--- src/rtl/muldiv_pkg.sv ---
// ============================================================================
// muldiv_pkg : shared op encodings, FSM states and op-decode helpers
// Revision   : 1.0
// ============================================================================
`default_nettype none

package muldiv_pkg;

  localparam logic [2:0] OP_MUL    = 3'b000;
  localparam logic [2:0] OP_MULH   = 3'b001;
  localparam logic [2:0] OP_MULHSU = 3'b010;
  localparam logic [2:0] OP_MULHU  = 3'b011;
  localparam logic [2:0] OP_DIV    = 3'b100;
  localparam logic [2:0] OP_DIVU   = 3'b101;
  localparam logic [2:0] OP_REM    = 3'b110;
  localparam logic [2:0] OP_REMU   = 3'b111;

  typedef enum logic [1:0] {
    ST_IDLE = 2'd0,
    ST_CALC = 2'd1,
    ST_FIX  = 2'd2,
    ST_DONE = 2'd3
  } state_t;

  function automatic logic is_div(input logic [2:0] op);
    return op[2];
  endfunction

  function automatic logic rs1_signed(input logic [2:0] op);
    return (op == OP_MULH) || (op == OP_MULHSU) || (op == OP_DIV) || (op == OP_REM);
  endfunction

  function automatic logic rs2_signed(input logic [2:0] op);
    return (op == OP_MULH) || (op == OP_DIV) || (op == OP_REM);
  endfunction

endpackage

`default_nettype wire

--- src/rtl/muldiv_unit_ctrl.sv ---
// ============================================================================
// muldiv_unit_ctrl : RV32M sequencer with radix-2 shift-add multiply and
//                    restoring divide, busy/ready handshake and kill support
// Revision         : 1.0
// ============================================================================
`default_nettype none

module muldiv_unit_ctrl
  import muldiv_pkg::*;
#(
  parameter int XLEN = 32
) (
  input  logic            clk,
  input  logic            rst,
  input  logic            start,
  input  logic            kill,
  input  logic [2:0]      op,
  input  logic [XLEN-1:0] rs1_data,
  input  logic [XLEN-1:0] rs2_data,
  output logic            busy,
  output logic            ready,
  output logic [XLEN-1:0] result
);

  localparam int            CW       = (XLEN > 1) ? $clog2(XLEN) : 1;
  localparam logic [CW-1:0] LAST_CNT = CW'(XLEN - 1);
  localparam logic [XLEN-1:0] MIN_NEG = {1'b1, {(XLEN-1){1'b0}}};

  state_t              state, state_n;
  logic [2:0]          op_q;
  logic                sign_a, sign_b;
  logic [XLEN-1:0]     mag_b;
  logic [2*XLEN-1:0]   acc;
  logic [CW-1:0]       cnt;

  logic                rs1_neg, rs2_neg;
  logic [XLEN-1:0]     rs1_mag, rs2_mag;
  logic                div_zero, div_ovf;
  logic [XLEN-1:0]     special_res;
  logic [XLEN:0]       mul_sum;
  logic [2*XLEN-1:0]   mul_next;
  logic [XLEN:0]       div_trial;
  logic                div_ge;
  logic [XLEN-1:0]     div_sub;
  logic [2*XLEN-1:0]   div_next;
  logic [2*XLEN-1:0]   prod;
  logic [XLEN-1:0]     quo, rem;
  logic [XLEN-1:0]     fix_res;

  // Operand decode for the IDLE acceptance cycle
  always_comb begin
    rs1_neg  = rs1_signed(op) & rs1_data[XLEN-1];
    rs2_neg  = rs2_signed(op) & rs2_data[XLEN-1];
    rs1_mag  = rs1_neg ? -rs1_data : rs1_data;
    rs2_mag  = rs2_neg ? -rs2_data : rs2_data;
    div_zero = is_div(op) && (rs2_data == '0);
    div_ovf  = ((op == OP_DIV) || (op == OP_REM)) &&
               (rs1_data == MIN_NEG) && (rs2_data == '1);
    // op[1] separates REM/REMU from DIV/DIVU
    if (div_zero) special_res = op[1] ? rs1_data : '1;
    else          special_res = op[1] ? '0 : rs1_data;
  end

  // One iteration step; acc = {high/remainder, low/multiplier-or-quotient}
  always_comb begin
    mul_sum   = {1'b0, acc[2*XLEN-1:XLEN]} + {1'b0, mag_b};
    mul_next  = acc[0] ? {mul_sum, acc[XLEN-1:1]} : {1'b0, acc[2*XLEN-1:1]};
    div_trial = {acc[2*XLEN-1:XLEN], acc[XLEN-1]};
    div_ge    = (div_trial >= {1'b0, mag_b});
    div_sub   = div_trial[XLEN-1:0] - mag_b;
    div_next  = div_ge ? {div_sub, acc[XLEN-2:0], 1'b1}
                       : {div_trial[XLEN-1:0], acc[XLEN-2:0], 1'b0};
  end

  // Sign correction applied in FIX
  always_comb begin
    prod = (sign_a ^ sign_b) ? -acc : acc;
    quo  = acc[XLEN-1:0];
    rem  = acc[2*XLEN-1:XLEN];
    if (is_div(op_q)) begin
      if (op_q[1]) fix_res = sign_a ? -rem : rem;
      else         fix_res = (sign_a ^ sign_b) ? -quo : quo;
    end else begin
      fix_res = (op_q == OP_MUL) ? prod[XLEN-1:0] : prod[2*XLEN-1:XLEN];
    end
  end

  always_comb begin
    state_n = state;
    unique case (state)
      ST_IDLE: if (start) state_n = (div_zero || div_ovf) ? ST_DONE : ST_CALC;
      ST_CALC: if (cnt == LAST_CNT) state_n = ST_FIX;
      ST_FIX:  state_n = ST_DONE;
      ST_DONE: state_n = ST_IDLE;
      default: state_n = ST_IDLE;
    endcase
    if (kill) state_n = ST_IDLE;
  end

  always_ff @(posedge clk) begin
    if (rst) state <= ST_IDLE;
    else     state <= state_n;
  end

  always_ff @(posedge clk) begin
    if (rst) begin
      op_q   <= '0;
      sign_a <= 1'b0;
      sign_b <= 1'b0;
      mag_b  <= '0;
      acc    <= '0;
      cnt    <= '0;
      result <= '0;
    end else if (!kill) begin
      unique case (state)
        ST_IDLE: begin
          if (start) begin
            op_q   <= op;
            sign_a <= rs1_neg;
            sign_b <= rs2_neg;
            mag_b  <= rs2_mag;
            acc    <= {{XLEN{1'b0}}, rs1_mag};
            cnt    <= '0;
            if (div_zero || div_ovf) result <= special_res;
          end
        end
        ST_CALC: begin
          acc <= is_div(op_q) ? div_next : mul_next;
          cnt <= cnt + CW'(1);
        end
        ST_FIX:  result <= fix_res;
        default: ;
      endcase
    end
  end

  assign busy  = (state == ST_CALC) || (state == ST_FIX);
  assign ready = (state == ST_DONE);

endmodule

`default_nettype wire

--- config.mk ---
export PLATFORM = sky130hd
export DESIGN_NAME = muldiv_unit_ctrl
export DESIGN_NICKNAME = d
export VERILOG_FILES = /design/src/rtl/muldiv_pkg.sv /design/src/rtl/muldiv_unit_ctrl.sv
export SDC_FILE = /design/constraint.sdc
export NUM_CORES = 1
export LEC_CHECK = 0
export BUFFER_PORTS_ARGS = -buffer_cell sky130_fd_sc_hd__buf_2
export CAP_MARGIN = 5
export CORE_ASPECT_RATIO = 1.1
export CORE_MARGIN = 4
export CORE_UTILIZATION = 30
export DETAILED_ROUTE_END_ITERATION = 10
export PLACE_DENSITY_LB_ADDON = 0.12
export SETUP_SLACK_MARGIN = 0.02
export SLEW_MARGIN = 20
export SYNTH_ARGS = -nofsm -noshare
export SYNTH_HDL_FRONTEND = slang
export SYNTH_SLANG_ARGS = --single-unit
--- constraint.sdc ---
create_clock -name clk -period 5 [get_ports clk]
set_input_delay 0 -clock clk [delete_from_list [all_inputs] [get_ports clk]]
set_output_delay 0 -clock clk [all_outputs]
set_load 0.01 [all_outputs]
==> results of run 1 <==
[worst max-delay path: cells and delay by family (launching register included)]
| kind | cells | cell delay (ns) |
|---|---|---|
| flip-flops | 1 | 0.60 |
| AO/OA/AOI/OAI | 7 | 2.37 |
| AND/OR/NAND/NOR | 1 | 0.17 |
| multiplexers | 1 | 0.31 |
| buffers and inverters | 1 | 0.06 |
| adder cells (fa/ha/maj) | 2 | 0.68 |
[layer usage]
metal  part of all wire  vias to the layer above  global-route usage
met5                  0                        -                   0
met4              0.064                        0              0.1494
met3              0.047                      149             0.03738
met2               0.47                      523              0.4182
met1               0.42                     7810              0.3059
li1                   -                     7870                   -
[flip-flops by register name (all words and copies together), names as in the netlist]
signal and count:
acc 64, cnt 5, mag_b 32, op_q 3
result 32, sign_a 1, sign_b 1, state 2
[cell type report]
class	instances	area (sq um)
tap	652	815.8
inverter	78	292.8
timing repair buffer	226	1627
fill	5329	31640
clock inverter	13	127.6
sequential	140	2808
multi-input combinational	1718	11170
clock buffer	19	442.9
[cell families after synthesis]
logic type	Yosys count
simple gates	709
compound gates	683
buf+inv	240
xor+xnor	172
flops	140
fa+ha+maj	105
mux	49
[synthesized netlist by cell type (30+ instances only)]
cell / instances / area [sq um]
sky130_fd_sc_hd__nand2_1: 236 / 885.9
sky130_fd_sc_hd__nor2_1: 196 / 735.7
sky130_fd_sc_hd__a21oi_1: 185 / 925.9
sky130_fd_sc_hd__dfxtp_1: 140 / 2803
sky130_fd_sc_hd__clkbuf_1: 134 / 503.0
sky130_fd_sc_hd__o21ai_0: 134 / 670.6
sky130_fd_sc_hd__xnor2_1: 97 / 849.6
sky130_fd_sc_hd__inv_1: 76 / 285.3
sky130_fd_sc_hd__ha_1: 75 / 938.4
sky130_fd_sc_hd__xor2_1: 75 / 656.9
sky130_fd_sc_hd__a211oi_1: 59 / 442.9
sky130_fd_sc_hd__o211ai_1: 53 / 397.9
sky130_fd_sc_hd__nor3_1: 49 / 245.2
sky130_fd_sc_hd__mux2i_1: 41 / 410.4
sky130_fd_sc_hd__a31oi_1: 35 / 219.0
sky130_fd_sc_hd__or3_1: 31 / 193.9
sky130_fd_sc_hd__nand3_1: 30 / 150.1
[through the flow]
stage          instance area, sq um  power [uW]  instances  setup slack [ns]  utilization
2_1_floorplan                 14840        1992       2098             1.646            -
5_1_grt                       17280        3958       2846            0.3661       0.3532
6_report                      17280        3758       2846            0.7209       0.3532
3_3_place_gp                  16060        2396       2749            0.8188       0.3282
3_5_place_dp                  16060        2394       2749            0.7178       0.3282
4_1_cts                       17280        3792       2846            0.7091       0.3532
[timing repair]
item | 4_1_cts | 5_1_grt
endpoints found under the setup margin | 0 | 0
endpoints found under the hold margin | 65 | 0
hold buffers | 65 | 0
[where the power goes]
group	switching (uW)	internal, uW
Combinational	741	430
Sequential	89.0	1160
Clock	628	707
Total	1460	2300
[worst max path at each step]
stage / to / slack [ns] / cells after the start
final: acc[61] / 0.72 / 12
after global routing: acc[61] / 0.37 / 12
after detailed placement: acc[62] / 0.72 / 12
after floorplan: result[16] / 1.65 / 13
after global placement: acc[61] / 0.82 / 12
after CTS: acc[62] / 0.71 / 12
==> impl_metrics.xml, run 1 <==
<?xml version="1.0" encoding="UTF-8"?>
<metrics>
  <group name="status">
    <metric name="run_status" unit="">finished, final reports clean</metric>
  </group>
  <group name="cells_and_area">
    <metric name="highest_count_cells_in_the_layout_ignoring_fill_and_taps" unit="">sky130_fd_sc_hd__nand2_1, sky130_fd_sc_hd__nor2_1, sky130_fd_sc_hd__a21oi_1</metric>
    <metric name="layout.nets" unit="">2329</metric>
    <metric name="layout-drive-gt1-share" unit="">0.1076</metric>
    <metric name="area_delta_synth_final" unit="%">16.48</metric>
    <metric name="insertedDiodeCount" unit="">0</metric>
    <metric name="most_common_cell_after_layout_fill_and_taps_aside" unit="">sky130_fd_sc_hd__nand2_1</metric>
  </group>
  <group name="yosys">
    <metric name="synth_simple_gate_area_share" unit="">0.2277</metric>
    <metric name="synthesis.yosys.warnings" unit="">0</metric>
    <metric name="synth_cell_area" unit="sq um">14840</metric>
    <metric name="seq_area_frac_synth" unit="">0.1889</metric>
    <metric name="synth_xor_xnor_area_share" unit="">0.1015</metric>
    <metric name="synthFlopType" unit="">sky130_fd_sc_hd__dfxtp_1</metric>
    <metric name="synth_async_sr_flop_share" unit="">0</metric>
    <metric name="post_synth_mux_area_share" unit="">0.03374</metric>
    <metric name="synth.lib_cells_used.distinct" unit="">82</metric>
    <metric name="synth-compound-area-share" unit="">0.3008</metric>
    <metric name="synthesized_net_count" unit="">2246</metric>
    <metric name="synth_cells" unit="">2098</metric>
    <metric name="synth_enable_flop_cells" unit="">0</metric>
    <metric name="yosys_register_bits" unit="">140</metric>
    <metric name="dominant_combinational_cell_family_by_area_after_synthesis" unit="">compound AO/OA/AOI/OAI gates</metric>
    <metric name="yosys.area_share.adder" unit="">0.08484</metric>
    <metric name="synth_area_per_cell" unit="sq um">7.071</metric>
  </group>
  <group name="detailed_routing">
    <metric name="route.antenna.remaining_nets" unit="">0</metric>
    <metric name="violation_count_after_the_first_detailed_routing_iteration" unit="">1185</metric>
    <metric name="route.detailed.wl_per_inst" unit="um">23.46</metric>
    <metric name="routed_wirelength" unit="mm">66.77</metric>
    <metric name="dr_total_vias" unit="">16352</metric>
    <metric name="vias_per_cell" unit="">5.746</metric>
    <metric name="detail_route.first_pass.iterations" unit="">5</metric>
    <metric name="post-route-drc-count" unit="">0</metric>
  </group>
  <group name="global_routing">
    <metric name="grt_pass1_vias" unit="">15971</metric>
    <metric name="initial_antenna_violation_count" unit="">1</metric>
    <metric name="grt.overflow.total" unit="">0</metric>
    <metric name="grt_first_pass_wirelength" unit="mm">101.2</metric>
    <metric name="grt_start_max_net_pins" unit="">67</metric>
    <metric name="gr-usage-all-layers" unit="">0.2505</metric>
  </group>
  <group name="critical_path">
    <metric name="regToRegSetupSlack" unit="ns">0.72</metric>
    <metric name="cp_data_required_time" unit="ns">5.43</metric>
    <metric name="crit_type" unit="">register to register</metric>
    <metric name="timing.critical_path.to_type" unit="">register</metric>
    <metric name="arrival" unit="ns">4.71</metric>
    <metric name="path_max_fanout" unit="">12</metric>
    <metric name="cell_by_cell_trace_of_the_critical_path" unit="">ha_1 -&gt; inv_1 -&gt; fa_1 -&gt; nor2b_1 -&gt; o31ai_1 -&gt; a211o_1 -&gt; o21ai_0 -&gt; a41oi_1 -&gt; o41ai_1 -&gt; o22ai_1 -&gt; mux2_2 -&gt; a31oi_1</metric>
    <metric name="critPathLaunch" unit="">acc[32]</metric>
    <metric name="rr_startpoint" unit="">acc[32]</metric>
    <metric name="worstRegToRegCells" unit="">12</metric>
    <metric name="worst_setup_path_start_kind" unit="">register</metric>
    <metric name="timing.critical_path.slowest_stage_cell" unit="">sky130_fd_sc_hd__o41ai_1</metric>
    <metric name="r2r-end" unit="">acc[61]</metric>
    <metric name="worst_path_largest_cell_delay" unit="ns">0.79</metric>
  </group>
  <group name="clocking">
    <metric name="clock_buffers_created_by_tritoncts" unit="">17</metric>
    <metric name="postCtsSetupBuffers" unit="">0</metric>
    <metric name="htree_levels" unit="">4</metric>
    <metric name="cts.path.max_buffers" unit="">2</metric>
    <metric name="clk_transition_reported_paths" unit="ns">0.07</metric>
    <metric name="cts.sink_count" unit="">140</metric>
    <metric name="cts_tree" unit="">done</metric>
    <metric name="clockRootBuffer" unit="">sky130_fd_sc_hd__clkbuf_16</metric>
    <metric name="clk-insertion-delay-late" unit="ns">0.50</metric>
    <metric name="cts.repair.resized" unit="">0</metric>
  </group>
  <group name="sta">
    <metric name="timing_hold_violations_final" unit="">0</metric>
    <metric name="setup_violations" unit="">0</metric>
    <metric name="slew_viol_final" unit="">0</metric>
    <metric name="timing.setup.tns" unit="ns">0</metric>
    <metric name="worst_slew_pin_slew" unit="ns">1.127</metric>
    <metric name="final_min_period_over_clock_period" unit="">0.8558</metric>
    <metric name="fin_crit" unit="ns">4.279</metric>
    <metric name="fin_skew" unit="ns">0.01699</metric>
    <metric name="clock.fmax" unit="GHz">0.2337</metric>
    <metric name="hold_ws" unit="ns">0.03783</metric>
    <metric name="rsz0062_at_grt" unit="">false</metric>
    <metric name="slew_headroom" unit="">0.2461</metric>
  </group>
  <group name="hold_path">
    <metric name="hold-path-cell-count" unit="">4</metric>
    <metric name="worst_hold_path_type" unit="">primary input to register</metric>
    <metric name="hold_crit_endpoint" unit="">acc[26]</metric>
    <metric name="hold_start" unit="">rs1_data[26]</metric>
  </group>
  <group name="die">
    <metric name="design.core.area" unit="sq um">48920</metric>
    <metric name="floorplan.die_area" unit="sq um">53080</metric>
    <metric name="ios" unit="">105</metric>
    <metric name="die_h" unit="um">241.2</metric>
    <metric name="floorplan.initialDensity" unit="">0.3032</metric>
    <metric name="chipWidth" unit="um">220.0</metric>
    <metric name="placementRows" unit="">85</metric>
  </group>
  <group name="placed_design">
    <metric name="hpwl" unit="mm">50.23</metric>
    <metric name="io_buffer_count" unit="">104</metric>
    <metric name="gp_congestion" unit="">0.9355</metric>
  </group>
  <group name="pwr">
    <metric name="p_leak" unit="uW">0.006650</metric>
    <metric name="power.density_cell_area" unit="nW/um^2">217.5</metric>
    <metric name="vdd.ir_drop.worst" unit="mV">0.1788</metric>
  </group>
  <group name="run">
    <metric name="timing.max_cap.violations" unit="">0</metric>
  </group>
</metrics>
No activity file was read; power rests on OpenSTA's default activity.
==> run 2, diff against run 1 <==
--- a/config.mk
+++ b/config.mk
@@ -6,12 +6,10 @@
 export NUM_CORES = 1
 export LEC_CHECK = 0
 export BUFFER_PORTS_ARGS = -buffer_cell sky130_fd_sc_hd__buf_2
-export CAP_MARGIN = 5
 export CORE_ASPECT_RATIO = 1.1
 export CORE_MARGIN = 4
 export CORE_UTILIZATION = 30
 export DETAILED_ROUTE_END_ITERATION = 10
-export PLACE_DENSITY_LB_ADDON = 0.12
 export SETUP_SLACK_MARGIN = 0.02
 export SLEW_MARGIN = 20
 export SYNTH_ARGS = -nofsm -noshare
==> impl_metrics.xml, run 2 (synthesized netlist as in run 1, its figures left out) <==
<?xml version="1.0" encoding="UTF-8"?>
<metrics>
  <group name="critical_path">
    <metric name="crit_type" unit="">register to register</metric>
    <metric name="timing.critical_path.to_type" unit="">register</metric>
    <metric name="path_max_fanout" unit="">12</metric>
    <metric name="worst_setup_path_start_kind" unit="">register</metric>
    <metric name="arrival" unit="ns">4.71</metric>
    <metric name="cp_data_required_time" unit="ns">5.40</metric>
  </group>
  <group name="die">
    <metric name="floorplan.initialDensity" unit="">0.3032</metric>
    <metric name="ios" unit="">105</metric>
    <metric name="placementRows" unit="">85</metric>
    <metric name="chipWidth" unit="um">220.0</metric>
    <metric name="die_h" unit="um">241.2</metric>
    <metric name="design.core.area" unit="sq um">48920</metric>
    <metric name="floorplan.die_area" unit="sq um">53080</metric>
  </group>
  <group name="hold_path">
    <metric name="worst_hold_path_type" unit="">primary input to register</metric>
  </group>
  <group name="sta">
    <metric name="slew_headroom" unit="">0.2357</metric>
    <metric name="worst_slew_pin_slew" unit="ns">1.145</metric>
    <metric name="slew_viol_final" unit="">0</metric>
    <metric name="fin_skew" unit="ns">0.01066</metric>
    <metric name="final_min_period_over_clock_period" unit="">0.8626</metric>
    <metric name="clock.fmax" unit="GHz">0.2319</metric>
    <metric name="rsz0062_at_grt" unit="">false</metric>
    <metric name="setup_violations" unit="">0</metric>
    <metric name="timing_hold_violations_final" unit="">0</metric>
    <metric name="fin_crit" unit="ns">4.313</metric>
    <metric name="timing.setup.tns" unit="ns">0</metric>
  </group>
  <group name="clocking">
    <metric name="htree_levels" unit="">4</metric>
    <metric name="clk_transition_reported_paths" unit="ns">0.07</metric>
    <metric name="cts.repair.resized" unit="">0</metric>
    <metric name="clock_buffers_created_by_tritoncts" unit="">17</metric>
    <metric name="postCtsSetupBuffers" unit="">0</metric>
    <metric name="cts.sink_count" unit="">140</metric>
    <metric name="cts_tree" unit="">done</metric>
    <metric name="cts.path.max_buffers" unit="">2</metric>
    <metric name="clockRootBuffer" unit="">sky130_fd_sc_hd__clkbuf_16</metric>
    <metric name="clk-insertion-delay-late" unit="ns">0.47</metric>
  </group>
  <group name="global_routing">
    <metric name="grt_first_pass_wirelength" unit="mm">94.56</metric>
    <metric name="gr-usage-all-layers" unit="">0.2313</metric>
    <metric name="grt_pass1_vias" unit="">15774</metric>
    <metric name="grt.overflow.total" unit="">0</metric>
    <metric name="initial_antenna_violation_count" unit="">2</metric>
    <metric name="grt_start_max_net_pins" unit="">66</metric>
  </group>
  <group name="detailed_routing">
    <metric name="vias_per_cell" unit="">5.887</metric>
    <metric name="route.detailed.wl_per_inst" unit="um">22.15</metric>
    <metric name="routed_wirelength" unit="mm">62.65</metric>
    <metric name="post-route-drc-count" unit="">0</metric>
    <metric name="violation_count_after_the_first_detailed_routing_iteration" unit="">1564</metric>
    <metric name="detail_route.first_pass.iterations" unit="">6</metric>
    <metric name="route.antenna.remaining_nets" unit="">0</metric>
    <metric name="dr_total_vias" unit="">16649</metric>
  </group>
  <group name="cells_and_area">
    <metric name="finish.utilization" unit="">0.3492</metric>
    <metric name="instances_no_fill" unit="">2828</metric>
    <metric name="layout-drive-gt1-share" unit="">0.1057</metric>
    <metric name="area_delta_synth_final" unit="%">15.14</metric>
    <metric name="most_common_cell_after_layout_fill_and_taps_aside" unit="">sky130_fd_sc_hd__nand2_1</metric>
    <metric name="regMostFlops" unit="">acc</metric>
    <metric name="layout.nets" unit="">2311</metric>
    <metric name="highest_count_cells_in_the_layout_ignoring_fill_and_taps" unit="">sky130_fd_sc_hd__nand2_1, sky130_fd_sc_hd__nor2_1, sky130_fd_sc_hd__a21oi_1</metric>
    <metric name="insertedDiodeCount" unit="">0</metric>
    <metric name="largest_register_ff_count" unit="">64</metric>
    <metric name="reg.largest.list" unit="">acc x64, mag_b x32, result x32</metric>
  </group>
  <group name="placed_design">
    <metric name="gp_congestion" unit="">1.027</metric>
    <metric name="io_buffer_count" unit="">104</metric>
    <metric name="count_of_placed_standard_cells_including_taps" unit="">2744</metric>
    <metric name="hpwl" unit="mm">46.84</metric>
  </group>
  <group name="pwr">
    <metric name="power.density_cell_area" unit="nW/um^2">215.2</metric>
    <metric name="vdd.ir_drop.worst" unit="mV">0.2124</metric>
    <metric name="p_leak" unit="uW">0.006568</metric>
  </group>
  <group name="run">
    <metric name="timing.max_cap.violations" unit="">0</metric>
  </group>
  <group name="status">
    <metric name="run_status" unit="">finished, final reports clean</metric>
  </group>
</metrics>
-- run 2: metal layers --
metal | track usage | vias up | part of all wire | wire length [um]
li1 | - | 7832 | - | -
met1 | 0.2905 | 7919 | 0.41 | 25490
met2 | 0.3778 | 736 | 0.47 | 29170
met3 | 0.04390 | 160 | 0.073 | 4551
met4 | 0.1199 | 2 | 0.055 | 3424
met5 | 0 | - | 0.00021 | 13
-- run 2: what timing repair did --
item / CTS / global route
hold buffers: 52 / 0
endpoints found under the setup margin: 0 / 0
endpoints found under the hold margin: 51 / 0
-- run 2: layout make-up --
| class | instances | area [sq um] |
|---|---|---|
| inverters | 78 | 292.8 |
| clock buffers | 18 | 439.2 |
| flip-flops and latches | 140 | 2806 |
| well taps | 652 | 815.8 |
| fillers | 5215 | 31840 |
| multi-input cells | 1718 | 11160 |
| repair buffers | 208 | 1434 |
| clock inverters | 14 | 133.9 |
-- run 2: worst paths after layout --
kind / start / to / slack, ns / cells after the start
setup reg to reg: acc[32] / acc[61] / 0.69 / 12
hold / removal: rs1_data[18] / acc[18] / 0.03 / 4
hold reg to reg: result[17] / result[17] / 0.46 / 2
setup / recovery: acc[32] / acc[61] / 0.69 / 12
-- run 2: power by group --
group	internal, uW	leakage (uW)	switching, uW	total, uW
Combinational	417	0.00515	733	1150
Clock	705	0.000278	577	1280
Sequential	1160	0.00114	79.9	1240
-- run 2: critical path, stage by stage, from the launching register on --
cell and delay (ns):
sky130_fd_sc_hd__dfxtp_1 0.59, sky130_fd_sc_hd__ha_1 0.30, sky130_fd_sc_hd__inv_1 0.07, sky130_fd_sc_hd__fa_1 0.40, sky130_fd_sc_hd__nor2b_1 0.16, sky130_fd_sc_hd__o31ai_1 0.12, sky130_fd_sc_hd__a211o_1 0.34, sky130_fd_sc_hd__o21ai_0 0.35
sky130_fd_sc_hd__a41oi_1 0.30, sky130_fd_sc_hd__o41ai_1 0.92, sky130_fd_sc_hd__o22ai_1 0.22, sky130_fd_sc_hd__mux2_2 0.32, sky130_fd_sc_hd__a31oi_1 0.15
-- run 2: through the flow --
stage                     total power [uW]  setup slack [ns]  instance area (sq um)  hold slack, ns
after floorplan                       1992             1.646                  14840          0.1360
after global placement                2351            0.7267                  15990          0.2797
after detailed placement              2358            0.7831                  15990          0.2806
after CTS                             3677            0.7628                  17080      0.00006381
after global routing                  3842            0.4230                  17080         0.02661
final                                 3675            0.6869                  17080         0.02663
